[src/rtl/vga_pkg.sv]
// Shared timing definitions for the video raster generator: mode records,
// standard mode constants and helpers for totals and segment decode.
package vga_pkg;

  // One complete raster mode: horizontal and vertical segment lengths.
  typedef struct packed {
    int unsigned h_active;
    int unsigned h_fp;
    int unsigned h_sync;
    int unsigned h_bp;
    int unsigned v_active;
    int unsigned v_fp;
    int unsigned v_sync;
    int unsigned v_bp;
  } vga_timing_t;

  // Position of a counter within a line (or a frame, for the vertical axis).
  typedef enum logic [1:0] {
    SEG_ACTIVE,
    SEG_FP,
    SEG_SYNC,
    SEG_BP
  } seg_t;

  localparam vga_timing_t VGA_640x480_60 = '{
    h_active: 640, h_fp: 16, h_sync: 96,  h_bp: 48,
    v_active: 480, v_fp: 10, v_sync: 2,   v_bp: 33
  };

  localparam vga_timing_t VGA_800x600_60 = '{
    h_active: 800, h_fp: 40, h_sync: 128, h_bp: 88,
    v_active: 600, v_fp: 1,  v_sync: 4,   v_bp: 23
  };

  // Full period of one axis in counts.
  function automatic int unsigned total(input int unsigned active,
                                        input int unsigned fp,
                                        input int unsigned sync,
                                        input int unsigned bp);
    return active + fp + sync + bp;
  endfunction

  // Classify a counter value; segments run active, front porch, sync, back porch.
  function automatic seg_t segment(input int unsigned pos,
                                   input int unsigned active,
                                   input int unsigned fp,
                                   input int unsigned sync);
    seg_t s;
    if (pos < active)                  s = SEG_ACTIVE;
    else if (pos < active + fp)        s = SEG_FP;
    else if (pos < active + fp + sync) s = SEG_SYNC;
    else                               s = SEG_BP;
    return s;
  endfunction

endpackage

[src/rtl/vga_sync_delay.sv]
// Strobe-enabled shift register used to align sync/DE with a downstream
// pixel pipeline. DEPTH=0 is a plain wire.
module vga_sync_delay #(
  parameter int unsigned        WIDTH   = 3,
  parameter int unsigned        DEPTH   = 0,
  parameter logic [WIDTH-1:0]   RST_VAL = '0
) (
  input  logic             clk,
  input  logic             rst_n,
  input  logic             stb,
  input  logic             flush,
  input  logic [WIDTH-1:0] d,
  output logic [WIDTH-1:0] q
);

  if (DEPTH == 0) begin : g_pass
    logic unused;
    assign unused = &{1'b0, clk, rst_n, stb, flush};
    assign q      = d;
  end else begin : g_pipe
    logic [WIDTH-1:0] stage [DEPTH];

    // Shift one stage per strobe; flush returns every stage to the idle value.
    always_ff @(posedge clk or negedge rst_n) begin
      if (!rst_n) begin
        for (int unsigned i = 0; i < DEPTH; i++) stage[i] <= RST_VAL;
      end else if (flush) begin
        for (int unsigned i = 0; i < DEPTH; i++) stage[i] <= RST_VAL;
      end else if (stb) begin
        stage[0] <= d;
        for (int unsigned i = 1; i < DEPTH; i++) stage[i] <= stage[i-1];
      end
    end

    assign q = stage[DEPTH-1];
  end

endmodule

[src/rtl/vga_timing_gen.sv]
// Parametrised raster timing generator. The h/v counters hold the pixel that
// the next strobe will present; every output is registered on that strobe.
module vga_timing_gen
  import vga_pkg::*;
#(
  parameter int unsigned H_ACTIVE = VGA_640x480_60.h_active,
  parameter int unsigned H_FP     = VGA_640x480_60.h_fp,
  parameter int unsigned H_SYNC   = VGA_640x480_60.h_sync,
  parameter int unsigned H_BP     = VGA_640x480_60.h_bp,
  parameter int unsigned V_ACTIVE = VGA_640x480_60.v_active,
  parameter int unsigned V_FP     = VGA_640x480_60.v_fp,
  parameter int unsigned V_SYNC   = VGA_640x480_60.v_sync,
  parameter int unsigned V_BP     = VGA_640x480_60.v_bp,
  parameter logic        HS_POL   = 1'b0,
  parameter logic        VS_POL   = 1'b0,
  parameter int unsigned PIPE_DLY = 0,
  localparam int unsigned XW = $clog2(total(H_ACTIVE, H_FP, H_SYNC, H_BP)),
  localparam int unsigned YW = $clog2(total(V_ACTIVE, V_FP, V_SYNC, V_BP))
) (
  input  logic          i_clk,
  input  logic          i_rst_n,
  input  logic          i_pix_stb,
  input  logic          i_en,
  output logic          o_hs,
  output logic          o_vs,
  output logic          o_de,
  output logic [XW-1:0] o_x,
  output logic [YW-1:0] o_y,
  output logic          o_line_start,
  output logic          o_frame_start,
  output logic          o_animate
);

  localparam int unsigned H_TOTAL = total(H_ACTIVE, H_FP, H_SYNC, H_BP);
  localparam int unsigned V_TOTAL = total(V_ACTIVE, V_FP, V_SYNC, V_BP);

  localparam logic [XW-1:0] H_LAST  = XW'(H_TOTAL - 1);
  localparam logic [YW-1:0] V_LAST  = YW'(V_TOTAL - 1);
  localparam logic [XW-1:0] H_ALAST = XW'(H_ACTIVE - 1);
  localparam logic [YW-1:0] V_ALAST = YW'(V_ACTIVE - 1);

  // Idle levels for {hs, vs, de}, shared by reset, disable and the delay line.
  localparam logic [2:0] SYNC_IDLE = {~HS_POL, ~VS_POL, 1'b0};

  if (H_ACTIVE < 1 || H_FP < 1 || H_SYNC < 1 || H_BP < 1) begin : g_bad_h
    $error("vga_timing_gen: horizontal segments must all be >= 1");
  end
  if (V_ACTIVE < 1 || V_FP < 1 || V_SYNC < 1 || V_BP < 1) begin : g_bad_v
    $error("vga_timing_gen: vertical segments must all be >= 1");
  end
  if (PIPE_DLY > 7) begin : g_bad_dly
    $error("vga_timing_gen: PIPE_DLY must be 0..7");
  end

  logic [XW-1:0] h;
  logic [YW-1:0] v;
  seg_t          h_seg;
  seg_t          v_seg;
  logic          h_wrap;
  logic          v_wrap;

  logic [XW-1:0] x_q;
  logic [YW-1:0] y_q;
  logic          hs_q;
  logic          vs_q;
  logic          de_q;
  logic          line_start_q;
  logic          frame_start_q;
  logic          animate_q;
  logic [2:0]    sync_dly;

  // Segment decode of the pixel about to be presented.
  always_comb begin
    h_seg  = segment(32'(h), H_ACTIVE, H_FP, H_SYNC);
    v_seg  = segment(32'(v), V_ACTIVE, V_FP, V_SYNC);
    h_wrap = (h == H_LAST);
    v_wrap = (v == V_LAST);
  end

  // Raster counters: advance per strobe, park at the origin while disabled.
  always_ff @(posedge i_clk or negedge i_rst_n) begin
    if (!i_rst_n) begin
      h <= '0;
      v <= '0;
    end else if (!i_en) begin
      h <= '0;
      v <= '0;
    end else if (i_pix_stb) begin
      if (h_wrap) begin
        h <= '0;
        v <= v_wrap ? '0 : v + 1'b1;
      end else begin
        h <= h + 1'b1;
      end
    end
  end

  // Output registers: coordinates and sync/DE load on a strobe, pulses last one clk.
  always_ff @(posedge i_clk or negedge i_rst_n) begin
    if (!i_rst_n) begin
      x_q           <= '0;
      y_q           <= '0;
      {hs_q, vs_q, de_q} <= SYNC_IDLE;
      line_start_q  <= 1'b0;
      frame_start_q <= 1'b0;
      animate_q     <= 1'b0;
    end else if (!i_en) begin
      x_q           <= '0;
      y_q           <= '0;
      {hs_q, vs_q, de_q} <= SYNC_IDLE;
      line_start_q  <= 1'b0;
      frame_start_q <= 1'b0;
      animate_q     <= 1'b0;
    end else begin
      line_start_q  <= i_pix_stb && (h == '0);
      frame_start_q <= i_pix_stb && (h == '0) && (v == '0);
      animate_q     <= i_pix_stb && (h == H_ALAST) && (v == V_ALAST);
      if (i_pix_stb) begin
        x_q  <= h;
        y_q  <= v;
        hs_q <= (h_seg == SEG_SYNC) ? HS_POL : ~HS_POL;
        vs_q <= (v_seg == SEG_SYNC) ? VS_POL : ~VS_POL;
        de_q <= (h_seg == SEG_ACTIVE) && (v_seg == SEG_ACTIVE);
      end
    end
  end

  // The delay stages shift on the same strobe that reloads hs_q/vs_q/de_q,
  // so stage N holds the decode of the pixel N strobes before o_x.
  vga_sync_delay #(
    .WIDTH   (3),
    .DEPTH   (PIPE_DLY),
    .RST_VAL (SYNC_IDLE)
  ) u_sync_delay (
    .clk   (i_clk),
    .rst_n (i_rst_n),
    .stb   (i_pix_stb),
    .flush (~i_en),
    .d     ({hs_q, vs_q, de_q}),
    .q     (sync_dly)
  );

  assign o_hs          = sync_dly[2];
  assign o_vs          = sync_dly[1];
  assign o_de          = sync_dly[0];
  assign o_x           = x_q;
  assign o_y           = y_q;
  assign o_line_start  = line_start_q;
  assign o_frame_start = frame_start_q;
  assign o_animate     = animate_q;

endmodule

[config.mk]
export PLATFORM = sky130hd
export DESIGN_NAME = vga_timing_gen
export DESIGN_NICKNAME = d
export VERILOG_FILES = /design/src/rtl/vga_pkg.sv /design/src/rtl/vga_sync_delay.sv /design/src/rtl/vga_timing_gen.sv
export SDC_FILE = /design/constraint.sdc
export NUM_CORES = 1
export LEC_CHECK = 0
export CORE_MARGIN = 2
export CORE_UTILIZATION = 55
export DETAILED_ROUTE_END_ITERATION = 8
export PLACE_DENSITY = 0.79
export SLEW_MARGIN = 10
export SYNTH_ARGS = -nofsm -noshare
export SYNTH_HDL_FRONTEND = slang
export SYNTH_SLANG_ARGS = --single-unit
[constraint.sdc]
create_clock -name i_clk -period 3.7 [get_ports i_clk]
set_clock_uncertainty 0.2 [all_clocks]
set_input_delay 0.74 -clock i_clk [delete_from_list [all_inputs] [get_ports i_clk]]
set_output_delay 0.74 -clock i_clk [all_outputs]
set_load 0.005 [all_outputs]
==> key figures <==
Cells and area
  • Final Non-Filler Cells: 297
  • Design area: 2660 µm²
  • Fill count: 325
  • # nets final: 254
  • Area Overhead vs Synth: 17.4%
  • # diodes: 0
  • Share of cells above drive strength 1: 6.88%

Yosys
  • XOR/XNOR Fraction of Synth Area: 2.71%
  • Yosys top cell area share: 48.6%
  • Seq cells post-synth: 46
  • Dominant cells by area after synthesis: dfrtp_1 49%, mux2i_1 8.8%, nor2_1 5.8%, clkbuf_1 2.3%, dfstp_2 2.3%
  • Mapped Cells: 222
  • Dominant synthesized flop cell: dfrtp_1
  • Post-synth EDFFs: 0
  • Most common cell in the netlist: dfrtp_1
  • Simple-Gate Fraction of Synth Area: 22.2%
  • Largest family of logic cells by synthesized area: simple AND/OR/NAND/NOR gates
  • Synth Net Count: 230
  • Area share of fa/ha/maj cells after synthesis: 2.21%
  • Yosys cell types: 45
  • Complex-gate fraction of the synthesized area: 9.39%
  • YS warnings: 0
  • Post-synthesis mux area share: 8.83%
  • Synth async-reset ratio: 100%
  • Commonest cells in the netlist: 44 x dfrtp_1, 35 x nor2_1, 20 x mux2i_1
  • Register area share after synthesis: 50.9%
  • Synthesized area: 2270 µm²
  • Avg Cell Area, Syn: 10.2 µm²
  • Area leader, netlist: dfrtp_1

Clock network
  • Root buffer cell: clkbuf_8
  • Post-CTS sizing: 0
  • H-tree depth: 2
  • Setup Fix Bufs, Post-CTS: 0
  • Clk sinks: 46
  • CTS Hold Bufs: 0
  • CTS Buffer Depth: 2
  • CTS tree: done
  • TritonCTS buffer count: 5
  • Worst-path clk slew: 0.08 ns
  • Clk_lat worst skew: 0.30 ns

Timing
  • Fin Hold WS: 0.322 ns
  • Fin worst setup slack: 1.10 ns
  • Final setup viols: 0
  • Pins Over Slew Limit: 0
  • Tmin final: 2.60 ns
  • Worst Max-Slew Pin Slew: 1.02 ns
  • Max Fclk: 0.384 GHz
  • RSZ-0062 raised after global routing: no
  • Period utilisation layout: 70.4%
  • Slew margin rel.: 31.9%
  • Accumulated negative setup slack: 0 ns
  • Final hold vios: 0

Hold path
  • Hold depth: 1
  • Worst min path class: reg2reg

Global route
  • GRT Residual Overflow: 0
  • Initial antenna violation count: 0
  • First-pass GRT wire length: 8270 µm
  • GRT Overall Usage: 24.4%
  • Vias in the first global route: 1,665
  • Largest net degree at the start of global routing: 47

Power and ir drop
  • Part of the power in the clock network: 33.2%
  • Pwr dens: 332 nW/µm²
  • Pleak: 1.16 nW
  • Peak supply drop: 278 µV
  • Sequential share of power: 58.9%
  • Internal power: 0.000673 W
  • Comb power frac: 7.9%
  • Net Sw Frac: 23.7%
  • Sw power: 0.000209 W

Place
  • Post-placement cell count: 289
  • Pre-CTS WS: 0.876 ns
  • DP HPWL: 3360 µm
  • Placed cell area: 2580 µm²
  • IO buf count: 29
  • Final Wtd Congestion: 0.930

Floorplanning
  • Effective utilization at floorplan: 57.1%
  • Die Height: 68.2 µm
  • Die area: 4650 µm²
  • Core Region: 3970 µm²
  • Site Rows: 23
  • Die X: 68.2 µm
  • IO Count: 30

Worst setup path
  • CP required: 3.71 ns
  • Crit Path Category: reg2reg
  • CP Launch Type: flop
  • Critical path endpoint category: flop
  • Reg2Reg Depth: 5
  • CP arrival: 2.61 ns
  • Crit-path max FO: 8

Route
  • Wire per inst: 16.9 µm
  • Vias: 1,780
  • DRC Markers: 0
  • Vias/cell: 5.99
  • Initial DRT Pass Iterations: 4
  • WL final: 5020 µm
  • DRT antenna net count: 0
  • Initial drt markers: 174

Job
  • Max Cap Viol: 0

Outcome
  • Status: finished, final reports clean
==> per-stage QoR <==
stage               util (%)  total power (W)
floorplan                  -         0.000566
global placement        65.0         0.000598
detailed placement      65.0         0.000600
CTS                     67.0         0.000893
global route            67.0         0.000920
finish                  67.0         0.000883
==> layout make-up <==
| type | instances | area, µm² | share of cell area (%) |
|---|---|---|---|
| clock buffers | 8 | 80.1 | 3.01 |
| inverters | 6 | 22.5 | 0.846 |
| multi-input cells | 154 | 1030 | 38.6 |
| well taps | 50 | 62.6 | 2.35 |
| flip-flops and latches | 46 | 1150 | 43.3 |
| repair buffers | 33 | 315 | 11.8 |
==> layout by cell type, fill, tap and decap left out, drive strengths merged, types with 2 or more instances in the layout <==
master / count
dfstp: 2
nor3: 3
nand3: 7
ha: 4
o21ai: 6
and3: 5
o2bb2ai: 2
buf: 5
inv: 5
nand2b: 4
clkdlybuf4s50: 28
nor4: 5
clkbuf: 8
xor2: 2
a31o: 2
a21oi: 5
nor4b: 4
and4: 2
mux2i: 20
or3: 3
nand2: 9
dfrtp: 44
nor2b: 2
o31ai: 4
nor2: 35
o311ai: 2
nand4: 8
xnor2: 5
==> state kept, by name, summed over array words and instances (netlist names), 10 cells and up <==
name / cells
h: 10
o_x: 10
o_y: 10
v: 10
==> power groups by stage <==
stage | combinational, W | clock [W] | sequential (W)
after global placement | 0.0000685 | 0 | 0.000530
final | 0.0000696 | 0.000293 | 0.000520
after detailed placement | 0.0000707 | 0 | 0.000530
after CTS | 0.0000705 | 0.000303 | 0.000520
after global routing | 0.0000781 | 0.000320 | 0.000521
after floorplan | 0.0000409 | 0 | 0.000525
==> final timing paths <==
kind	from	endpoint	slack [ns]
worst max-delay path	h[1]$_DFFE_PN0P_	v[8]$_DFFE_PN0P_	1.10
max in group asynchronous	i_rst_n	v[1]$_DFFE_PN0P_	2.25
min in group asynchronous	i_rst_n	v[7]$_DFFE_PN0P_	0.41
worst min-delay path	hs_q$_DFFE_PN1P_	hs_q$_DFFE_PN1P_	0.32
worst max register to register	h[1]$_DFFE_PN0P_	v[8]$_DFFE_PN0P_	1.10
worst min register to register	hs_q$_DFFE_PN1P_	hs_q$_DFFE_PN1P_	0.32
==> metal layers <==
layer	vias up	global-route usage (%)	wire length, µm	share of wire, %
li1	845	-	-	-
met1	872	36.4	2360	47
met2	57	35.2	2340	47
met3	6	4.61	251	5.0
met4	0	9.00	66	1.3
met5	-	0	0	0
==> critical path, cell delays in order (launching register included) <==
cell,delay [ns]
dfrtp_1,0.42
ha_1,0.28
nand4_4,0.14
or4_1,0.68
or3b_1,0.53
o31ai_1,0.27
==> cell families (layout without fill, tap and decap cells) <==
| group | after synthesis | count (layout) |
|---|---|---|
| flops | 46 | 46 |
| xor+xnor | 7 | 7 |
| mux | 20 | 20 |
| fa+ha+maj | 4 | 4 |
| simple gates | 93 | 93 |
| buf+inv | 22 | 47 |
| compound gates | 30 | 30 |
(Power assumes the default switching activity.)
